===== src/rtl/dac_frame_scheduler.sv =====
// rtl/dac_frame_scheduler.sv - round-robin sequencer for a shared serial dual 12-bit DAC
//
// Two sample producers request conversions over req/ack. A granted request
// becomes one 16-bit command frame shifted out MSB first on sck/sdi under cs_n.
// A sample tick pulses ldac_n once the link is idle, so every channel written
// since the previous tick updates together.
//
// Ports:
//   clk, rst_n           system clock, synchronous active-low reset
//   tick                 one-cycle sample-rate strobe
//   req_a/data_a/ack_a   channel A request, 12-bit code, one-cycle grant
//   req_b/data_b/ack_b   channel B request, 12-bit code, one-cycle grant
//   sck, sdi, cs_n       DAC serial link (registered)
//   ldac_n               DAC latch strobe (registered)
//   busy                 high whenever the sequencer is not idle

module dac_frame_scheduler #(
  parameter int unsigned DIV = 2
) (
  input  logic        clk,
  input  logic        rst_n,
  input  logic        tick,
  input  logic        req_a,
  input  logic [11:0] data_a,
  output logic        ack_a,
  input  logic        req_b,
  input  logic [11:0] data_b,
  output logic        ack_b,
  output logic        sck,
  output logic        sdi,
  output logic        cs_n,
  output logic        ldac_n,
  output logic        busy
);

  typedef enum logic [2:0] {
    S_IDLE,
    S_LOAD,
    S_SHIFT,
    S_GAP,
    S_LATCH
  } state_t;

  localparam logic [4:0] HALF_LAST  = 5'(DIV - 1);
  localparam logic [4:0] LATCH_LAST = 5'(2 * DIV - 1);

  state_t      state;
  state_t      state_nxt;
  logic [4:0]  cnt;
  logic [3:0]  bit_cnt;
  logic [15:0] sreg;
  logic        gnt_b;
  logic        ptr_b;
  logic        tick_pend;
  logic [1:0]  written;

  logic half_done;
  logic pend_eff;
  logic pick_b;
  logic last_fall;
  logic latch_end;

  assign half_done = (cnt == HALF_LAST);
  // A tick arriving in the same IDLE cycle as a request must still win.
  assign pend_eff  = tick_pend | tick;
  // Lone requester wins outright; on contention the pointer decides.
  assign pick_b    = req_b & (~req_a | ptr_b);
  // 16th falling sck edge: the final high phase has just completed.
  assign last_fall = (state == S_SHIFT) && half_done && sck && (bit_cnt == 4'd15);
  assign latch_end = (state == S_LATCH) && (cnt == LATCH_LAST);

  // The MSB of the shift register is the pin; it drains to zero after a frame.
  assign sdi = sreg[15];

  always_ff @(posedge clk) begin
    if (!rst_n) begin
      state <= S_IDLE;
    end else begin
      state <= state_nxt;
    end
  end

  always_comb begin
    state_nxt = state;
    case (state)
      S_IDLE: begin
        if (pend_eff) begin
          // Nothing written since the last latch: drop the tick silently.
          if (written != 2'b00) state_nxt = S_LATCH;
        end else if (req_a || req_b) begin
          state_nxt = S_LOAD;
        end
      end
      S_LOAD:  state_nxt = S_SHIFT;
      S_SHIFT: if (last_fall) state_nxt = S_GAP;
      S_GAP:   if (half_done) state_nxt = S_IDLE;
      S_LATCH: if (latch_end) state_nxt = S_IDLE;
      default: state_nxt = S_IDLE;
    endcase
  end

  always_comb begin
    ack_a = (state == S_LOAD) && !gnt_b;
    ack_b = (state == S_LOAD) && gnt_b;
    busy  = (state != S_IDLE);
  end

  always_ff @(posedge clk) begin
    if (!rst_n) begin
      cnt       <= '0;
      bit_cnt   <= '0;
      sreg      <= '0;
      sck       <= 1'b0;
      cs_n      <= 1'b1;
      ldac_n    <= 1'b1;
      gnt_b     <= 1'b0;
      ptr_b     <= 1'b0;
      tick_pend <= 1'b0;
      written   <= 2'b00;
    end else begin
      // Pin strobes follow the state being entered so they are flop outputs.
      cs_n   <= (state_nxt != S_SHIFT);
      ldac_n <= (state_nxt != S_LATCH);

      // One counter times every phase; it restarts on each state change and
      // on each sck half-period while shifting.
      if (state_nxt != state) begin
        cnt <= '0;
      end else if (state == S_SHIFT && half_done) begin
        cnt <= '0;
      end else begin
        cnt <= cnt + 5'd1;
      end

      if (state == S_SHIFT && half_done) begin
        sck <= ~sck;
      end else if (state != S_SHIFT) begin
        sck <= 1'b0;
      end

      if (state == S_SHIFT && half_done && sck) begin
        bit_cnt <= bit_cnt + 4'd1;
      end else if (state != S_SHIFT) begin
        bit_cnt <= '0;
      end

      if (state == S_LOAD) begin
        sreg <= {gnt_b, 3'b011, (gnt_b ? data_b : data_a)};
      end else if (state == S_SHIFT && half_done && sck) begin
        sreg <= {sreg[14:0], 1'b0};
      end

      if (state == S_IDLE && state_nxt == S_LOAD) begin
        gnt_b <= pick_b;
      end
      if (state == S_LOAD) begin
        ptr_b <= ~gnt_b;
      end

      if (state == S_LOAD) begin
        written[gnt_b] <= 1'b1;
      end else if (latch_end) begin
        written <= 2'b00;
      end

      // A tick on the edge that ends LATCH survives as the next pending tick.
      if (latch_end) begin
        tick_pend <= tick;
      end else if (state == S_IDLE && pend_eff && written == 2'b00) begin
        tick_pend <= 1'b0;
      end else if (tick) begin
        tick_pend <= 1'b1;
      end
    end
  end

endmodule


===== config.mk =====
export PLATFORM = sky130hd
export DESIGN_NAME = dac_frame_scheduler
export DESIGN_NICKNAME = d
export VERILOG_FILES = /design/src/rtl/dac_frame_scheduler.sv
export SDC_FILE = /design/constraint.sdc
export NUM_CORES = 1
export LEC_CHECK = 0
export BUFFER_PORTS_ARGS = -buffer_cell sky130_fd_sc_hd__buf_2
export CORE_MARGIN = 1
export CORE_UTILIZATION = 37
export DETAILED_ROUTE_END_ITERATION = 10
export HOLD_SLACK_MARGIN = 0.15
export PLACE_DENSITY_LB_ADDON = 0.12
export SLEW_MARGIN = 0
export SYNTH_ARGS = -nofsm -noshare
export SYNTH_HDL_FRONTEND = slang
export SYNTH_SLANG_ARGS = --single-unit

===== constraint.sdc =====
create_clock -name clk -period 4.38 [get_ports clk]
set_input_delay 0.876 -clock clk [delete_from_list [all_inputs] [get_ports clk]]
set_output_delay 0.876 -clock clk [all_outputs]
set_load 0.05 [all_outputs]

### Word-level counts from Yosys, hierarchy flattened

Index checks and enable logic that the tools add are counted.
W data, S select, Z words.

* add/subtract/negate cells: 2
* magnitude comparators: 2
* eq/ne operators: 12
* multiplexer cells: 21
* bitwise operators: 8
* reductions and logical operators: 23

Operator list (number)
* $mux W16: 2
* $mux W3: 6
* $pmux W3 S5: 1
* $mux W12: 1
* $logic_and A1 B1 Y1: 10
* $reduce_bool A2 Y1: 5
* $mux W4: 2
* $eq A3 B1 Y1 const B: 2
* $eq A3 B2 Y1 const B: 2
* $mux W1: 6
* $ne A3 B2 Y1 const B: 2
* $reduce_bool A3 Y1: 2
* $add A5 B1 Y5 const B: 1
* $eq A5 B1 Y1 const B: 1
* $eq A5 B2 Y1 const B: 1
* $add A4 B1 Y4 const B: 1
* $eq A4 B4 Y1 const B: 1
* $mux W2: 2
* $not A1 Y1: 4
* $eq A3 B3 Y1 const B: 1
* $logic_not A3 Y1: 1
* $ne A3 B3 Y1: 1
* $ne A3 B3 Y1 const B: 1
* $reduce_or A3 Y1: 1
* 10 further kinds: 11

* bits in registers: 36
* input port bits: 29
* output and inout port bits: 7

### Longest topological paths before layout

Gate-level depths: netlist (run 1).

* depth after elaboration: 8
* mapped depth: 7
* mapped depth without buffers: 6

### Worst setup path after synthesis (run 1)

No wires, ideal clock.

* path kind: register -> output
* from: reg state[1]
* to: out ack_a
* arrival: 1.865 ns
* path slack: 1.639 ns
* cell stages (with the launch flop): 5
* buffers on the path: 2
* cell sequence: dfxtp_1 > clkbuf_1 > nor3b_2 > buf_2 > nor2b_1

* longest elaborated chain between the ends: 2

Ends and longest elaborated chain
* start, declared: RTL line 47 `state_t state;`
* start signal, assigned: RTL line 79 `state <= state_nxt;`
* $eq A3 B1 Y1: RTL line 103 `ack_a = (state == S_LOAD) && !gnt_b;`
* $logic_and A1 B1 Y1: RTL line 103
* end, declared: RTL line 25 `output logic ack_a,`

No other way between the ends.

### Worst setup path in the final report (run 1)

* from: reg state[0]
* to: out ack_a

The elaborated chain is that of the path after synthesis.

==> metrics.yaml, run 1 <==
worst_setup_path:
  worstSetupStartpointType: "flop"
  crit_path_end_kind: "primary output"
  cp_top_family: "simple AND/OR/NAND/NOR gates"
  critPathMaxStageDelay_ps: 490
  crit_arrival_ps: 1950
  worstPathRequired_ps: 3500
  cp_cell_sequence: "nor3b_4, nor2b_1, buf_2"
  path_class: "flop to primary output"
  critPathBufInv: 1
  crit_slowest_cell: "nor3b_4"
  worst-path-max-fanout: 10
grt:
  grt_overflow: 0
  grt_max_degree: 24
  track_usage_pct: 14.6
  antenna_found_initial: 0
  grt_pass1_vias: 1281
  grt_pass1_wl_microns: 5730
route:
  drt_iter0_drc: 82
  firstDrtPassIters: 4
  vias: 1401
  ant_nets: 0
  wl_per_cell_microns: 12.0
  drt_wl_total_microns: 3320
  drc_errors: 0
  via_per_inst: 5.06
timing:
  period_share_pct: 64.4
  rsz0062_at_grt: "false"
  setup_viol: 0
  setup_tns_ps: 0
  final.setup_skew_ps: 5.08
  slew_viol_final: 0
  slew_headroom_pct: 49.1
  min_period_ps: 2820
  max_slew.worst_pin.slew_ps: 762
  final_hold_viol_count: 0
  max_clock_freq_ghz: 0.354
cts:
  clkTransAtPathRegs_ps: 70
  clock_latency_ps: 280
  cts_resized: 0
  cts_tree: "yes"
  htree_levels: 2
  cts_made_buffers: 5
  cts_hold_buf: 0
  cts-root-buf: "clkbuf_8"
  clock-sinks: 36
  clockBufferDepth: 2
  cts_setup_buffers: 0
floorplan:
  rows: 24
  core_sq_um: 4410
  fp.dieH_microns: 70.2
  dieArea_sq_um: 4930
  die_x_microns: 70.2
  initial_utilization_pct: 39.0
  pin_count: 36
layout:
  diodes: 0
  drive_above_1_share_pct: 21.8
  num-nets-final: 256
  final_cells: 277
  nFillCells: 439
  area_growth_pct: 16.9
worst_hold_path:
  hold_path.class: "flop to flop"
logic_synthesis:
  synth_cell_type_count: 40
  ys_seq_elements: 36
  ys_seq_area_share_pct: 41.9
  synthesis.area_sq_um: 1720
  avgSynthCellArea_sq_um: 8.97
  synth_warnings: 0
  synthCells: 192
  synth_nets: 224
place:
  port_buffers: 35
  dp_cells: 269
  dp_hpwl_microns: 2370
  gp_congestion: 0.799
pwr:
  peakVddDrop_v: 0.000223
  leakage_nw: 0.786
  p_per_area_nw_per_um2: 366
job:
  drv_cap: 0
run_status:
  status: "finished, final reports clean"
-- tightest hold or removal path, delay by kind of cell, from the launching register on --
| kind | cells | cell delay (ps) |
|---|---|---|
| AO/OA/AOI/OAI | 1 | 50 |
| AND/OR/NAND/NOR | 1 | 50 |
| flip-flops | 1 | 310 |
-- registers in the layout, indices dropped and copies added, names as in the netlist --
register and flops:
state 3, sck 1, ldac_n 1, cnt 5, written 2, cs_n 1, bit_cnt 4, tick_pend 1
sreg 16, gnt_b 1, ptr_b 1
-- placed cells by master (no fill, tap or decap), types with 2 or more instances in the layout --
master	count
and3_1	2
a21oi_1	13
xnor2_1	3
mux2i_1	13
o21a_1	4
o21ai_0	2
a22oi_1	2
buf_2	35
nand2_1	16
dfxtp_1	36
a211oi_1	2
nor3_1	9
nor2_1	29
xor2_1	5
a31oi_1	2
a211o_1	11
nand3_1	5
clkbuf_8	6
inv_1	5
ha_1	3
clkbuf_1	2
-- layout make-up --
| type | instances | area (sq um) | share of cell area (%) |
|---|---|---|---|
| Multi-Input combinational cell | 139 | 931 | 46.3 |
| Timing Repair Buffer | 36 | 183 | 9.08 |
| Inverter | 6 | 22.5 | 1.12 |
| Clock buffer | 8 | 90.1 | 4.48 |
| Sequential cell | 36 | 721 | 35.8 |
| Tap cell | 52 | 65.1 | 3.23 |
-- synth_stat cells (all sizes together) --
cell / n / area, sq um
a2111oi: 1 / 15.0
and3: 3 / 20.0
o211ai: 1 / 7.51
a221o: 1 / 10.0
mux2i: 13 / 130
clkinv: 1 / 3.75
nor2: 29 / 109
a21o: 1 / 7.51
a22oi: 2 / 15.0
buf: 6 / 35.0
o211a: 1 / 10.0
o21a: 4 / 30.0
ha: 3 / 37.5
a21boi: 1 / 7.51
nor3: 9 / 45.0
a31oi: 3 / 33.8
and2: 1 / 6.26
nor2b: 1 / 6.26
or3b: 1 / 8.76
nand3b: 1 / 7.51
clkbuf: 5 / 18.8
a211oi: 2 / 15.0
mux2: 1 / 11.3
o31ai: 1 / 7.51
a211o: 11 / 96.3
nor4b: 2 / 32.5
nand3: 5 / 25.0
o21ai: 2 / 10.0
dfxtp: 36 / 721
xnor2: 3 / 26.3
xor2: 5 / 43.8
nor3b: 2 / 25.0
inv: 5 / 18.8
nand2: 16 / 60.1
a21oi: 13 / 65.1
-- per-layer routing --
layer	global-route usage, %	part of all wire, %	vias up
met3	4.18	3.8	7
met1	19.1	51	630
met2	22.5	43	21
li1	-	-	743
met4	6.00	1.5	0
met5	0	0	-
-- per-stage QoR --
stage	util, %	hold WS, ps	power [mW]	area [sq um]	worst slack (ps)
5_1_grt	45.6	482	0.773	2010	1390
4_1_cts	45.6	459	0.747	2010	1530
3_3_place_gp	43.5	445	0.506	1920	1870
2_1_floorplan	-	437	0.469	1720	1640
6_report	45.6	456	0.736	2010	1560
3_5_place_dp	43.5	449	0.506	1920	1850
-- power breakdown --
part           leakage (nW)  internal [mW]  switching (mW)
clock network        0.0455          0.128           0.111
logic                 0.449         0.0534          0.0823
registers             0.292          0.344          0.0172
-- cells by family (layout without fill, tap and decap cells) --
logic type,Yosys count,in the layout,synth area share (%)
AND/OR/NAND/NOR,70,70,20.1
AO/OA/AOI/OAI,44,44,19.2
flip-flops,36,36,41.9
buffers and inverters,17,50,4.43
multiplexers,14,14,8.21
XOR/XNOR,8,8,4.07
adder cells (fa/ha/maj),3,3,2.18
-- path summary, 6_finish.rpt --
| check | startpoint | endpoint | slack (ps) | cells after the start |
|---|---|---|---|---|
| min reg2reg | sreg[2] | sreg[2] | 460 | 2 |
| max | state[0] | ack_a | 1560 | 3 |
| min | sreg[2] | sreg[2] | 460 | 2 |
| max reg2reg | cnt[0] | sreg[11] | 2340 | 5 |
No activity file was read; power rests on OpenSTA's default activity.
==> run 2, diff against run 1 <==
==> constraint.sdc (replaced) <==
create_clock -name clk -period 2.54 [get_ports clk]
set_input_delay 0.508 -clock clk [delete_from_list [all_inputs] [get_ports clk]]
set_output_delay 0.508 -clock clk [all_outputs]
set_load 0.05 [all_outputs]
==> run 2 against run 1 <==
Against the previous run:
- total power increased by 68%
- die area is the same
- final cell count up 0.72%
- global-route usage about the same
- final area up 0.50%
- core utilization up 0.23 points
- critical endpoint unchanged
- critical path depth unchanged
- setup slack got worse by 1300 ps
- clock power increased by 59%
- critical path type unchanged
==> metrics.yaml, run 2 (synthesis results as in run 1) <==
grt:
  track_usage_pct: 14.6  # about the same
  grt_pass1_vias: 1216  # was 1281
  grt_overflow: 0  # unchanged
  antenna_found_initial: 0  # unchanged
  grt_pass1_wl_microns: 5610  # was 5730 microns
  grt_max_degree: 24  # unchanged
floorplan:
  fp.dieH_microns: 70.2  # unchanged
  pin_count: 36  # unchanged
  initial_utilization_pct: 39.0  # unchanged
  die_x_microns: 70.2  # unchanged
  core_sq_um: 4410  # unchanged
  rows: 24  # unchanged
  dieArea_sq_um: 4930  # unchanged
route:
  wl_per_cell_microns: 12.1  # was 12.0 microns
  firstDrtPassIters: 4  # unchanged
  drc_errors: 0  # unchanged
  ant_nets: 0  # unchanged
  drt_wl_total_microns: 3390  # was 3320 microns
  vias: 1400  # was 1401
  via_per_inst: 5.02  # was 5.06
  drt_iter0_drc: 64  # was 82
worst_hold_path:
  min_from: "sreg[1]"  # was sreg[2]
  hold_path.class: "flop to flop"  # unchanged
  min_path_cells: 2  # unchanged
worst_setup_path:
  critPathMaxStageDelay_ps: 490  # about the same
  cp_cell_sequence: "nor3b_4, nor2b_1, buf_2"  # unchanged
  rrSetupSlack_ps: 530  # was 2340 ps
  crit_start: "state[0]"  # unchanged
  worstSetupStartpointType: "flop"  # unchanged
  worst-path-max-fanout: 9  # was 10
  reg2reg_from: "cnt[0]"  # unchanged
  critPathBufInv: 1  # unchanged
  worstPathRequired_ps: 2030  # was 3500 ps
  crit_arrival_ps: 1760  # was 1950 ps
  path_class: "flop to primary output"  # unchanged
  cp_top_family: "simple AND/OR/NAND/NOR gates"  # unchanged
  crit_slowest_cell: "dfxtp_1"  # was nor3b_4
  crit_path_end_kind: "primary output"  # unchanged
  worst-path-stages: 3  # unchanged
  reg2regPathDepth: 5  # unchanged
place:
  place_worst_setup_slack_ps: 528  # was 1850 ps
  dp_hpwl_microns: 2400  # was 2370 microns
  gp_congestion: 0.770  # was 0.799
  port_buffers: 35  # unchanged
  place_area_sq_um: 1940  # was 1920 sq um
cts:
  cts_hold_buf: 0  # unchanged
  cts-root-buf: "clkbuf_8"  # unchanged
  cts_made_buffers: 5  # unchanged
  clockBufferDepth: 2  # unchanged
  clkTransAtPathRegs_ps: 70  # about the same
  cts_setup_buffers: 0  # unchanged
  cts_tree: "yes"  # unchanged
  clock_latency_ps: 290  # was 280 ps
  htree_levels: 2  # unchanged
  clock-sinks: 36  # unchanged
  cts_resized: 0  # unchanged
layout:
  diodes: 0  # unchanged
  biggestRegsByFlops: "sreg x16, cnt x5, bit_cnt x4"  # unchanged
  final_cell_mix: "36 x dfxtp_1, 35 x buf_2, 29 x nor2_1"  # unchanged
  largest_reg_flops: 16  # unchanged
  area_growth_pct: 17.4  # was 16.9%
  final_util_pct: 45.8  # was 45.6%
  layout.cells.most_common: "dfxtp_1"  # unchanged
  top_register: "sreg"  # unchanged
  fin_area_sq_um: 2020  # was 2010 sq um
  num-nets-final: 259  # was 256
  drive_above_1_share_pct: 22.9  # was 21.8%
timing:
  rsz0062_at_grt: "false"  # unchanged
  slew_viol_final: 0  # unchanged
  final_hold_viol_count: 0  # unchanged
  min_period_ps: 2270
  final.setup_skew_ps: 6.33  # was 5.08 ps
  max_slew.worst_pin.slew_ps: 660  # was 762 ps
  setup_ws_ps: 271  # was 1560 ps
  setup_tns_ps: 0  # unchanged
  setup_viol: 0  # unchanged
  max_clock_freq_ghz: 0.441
  slew_headroom_pct: 55.8  # was 49.1%
  period_share_pct: 89.3
pwr:
  p_int_uw: 875  # was 526 uW
  p_per_area_nw_per_um2: 612  # was 366 nW/um^2
  switching_share_pct: 29.4  # was 28.6%
  power.share.clock_pct: 30.6  # was 32.5%
  peakVddDrop_v: 0.000356  # was 0.000223 V
  comb_power_share_pct: 19.3  # was 18.4%
  switchingPower_uw: 363  # was 210 uW
  power_frac_seq_pct: 50.1  # was 49.1%
  leakage_nw: 0.797  # was 0.786 nW
  p_total_mw: 1.24  # was 736 uW
run_status:
  status: "finished, final reports clean"  # unchanged
job:
  drv_cap: 0  # unchanged
-- run 2: cell types whose count changed in the layout (fill, tap and decap cells not counted), sizes merged --
cell    before  now
buf         36   39
clkbuf       8    6
clkinv       1    2
-- run 2: worst paths after layout --
kind	end
min reg2reg	sreg[1]
min	sreg[1]
max reg2reg	sreg[10]
max	ack_a
-- run 2: per-stage QoR --
step | std cells | hold slack [ps]
floorplan | 192 | 437
global placement | 272 | 446
detailed placement | 272 | 449
CTS | 279 | 458
global route | 279 | 484
finish | 279 | 458
-- run 2: power groups by stage --
stage                     Combinational, mW  Sequential, mW  Clock [mW]
after floorplan                       0.176           0.633           0
after global placement                0.243           0.633           0
after detailed placement              0.242           0.632           0
after CTS                             0.242           0.620       0.391
after global routing                  0.265           0.624       0.417
final                                 0.239           0.620       0.379
-- run 2: final cells by class --
| class | count | area (sq um) |
|---|---|---|
| Fill cell | 458 | 2390 |
| Multi-Input combinational cell | 139 | 931 |
| Sequential cell | 36 | 721 |
| Timing Repair Buffer | 39 | 205 |
| Clock buffer | 6 | 72.6 |
| Tap cell | 52 | 65.1 |
| Inverter | 6 | 22.5 |
| Clock inverter | 1 | 5.00 |
-- run 2: metal layers --
| layer | up-vias | part of all wire (%) | GRT usage, % |
|---|---|---|---|
| li1 | 741 | - | - |
| met1 | 627 | 50 | 19.2 |
| met2 | 25 | 43 | 21.8 |
| met3 | 7 | 4.6 | 4.47 |
| met4 | 0 | 1.7 | 7.11 |
| met5 | - | 0 | 0 |
-- run 2: worst reg2reg max path, stage by stage (launching register included) --
cell and delay [ps]:
dfxtp_1 380, ha_1 160, nor4b_4 550, a31oi_4 390, a211o_1 330, a21oi_1 130
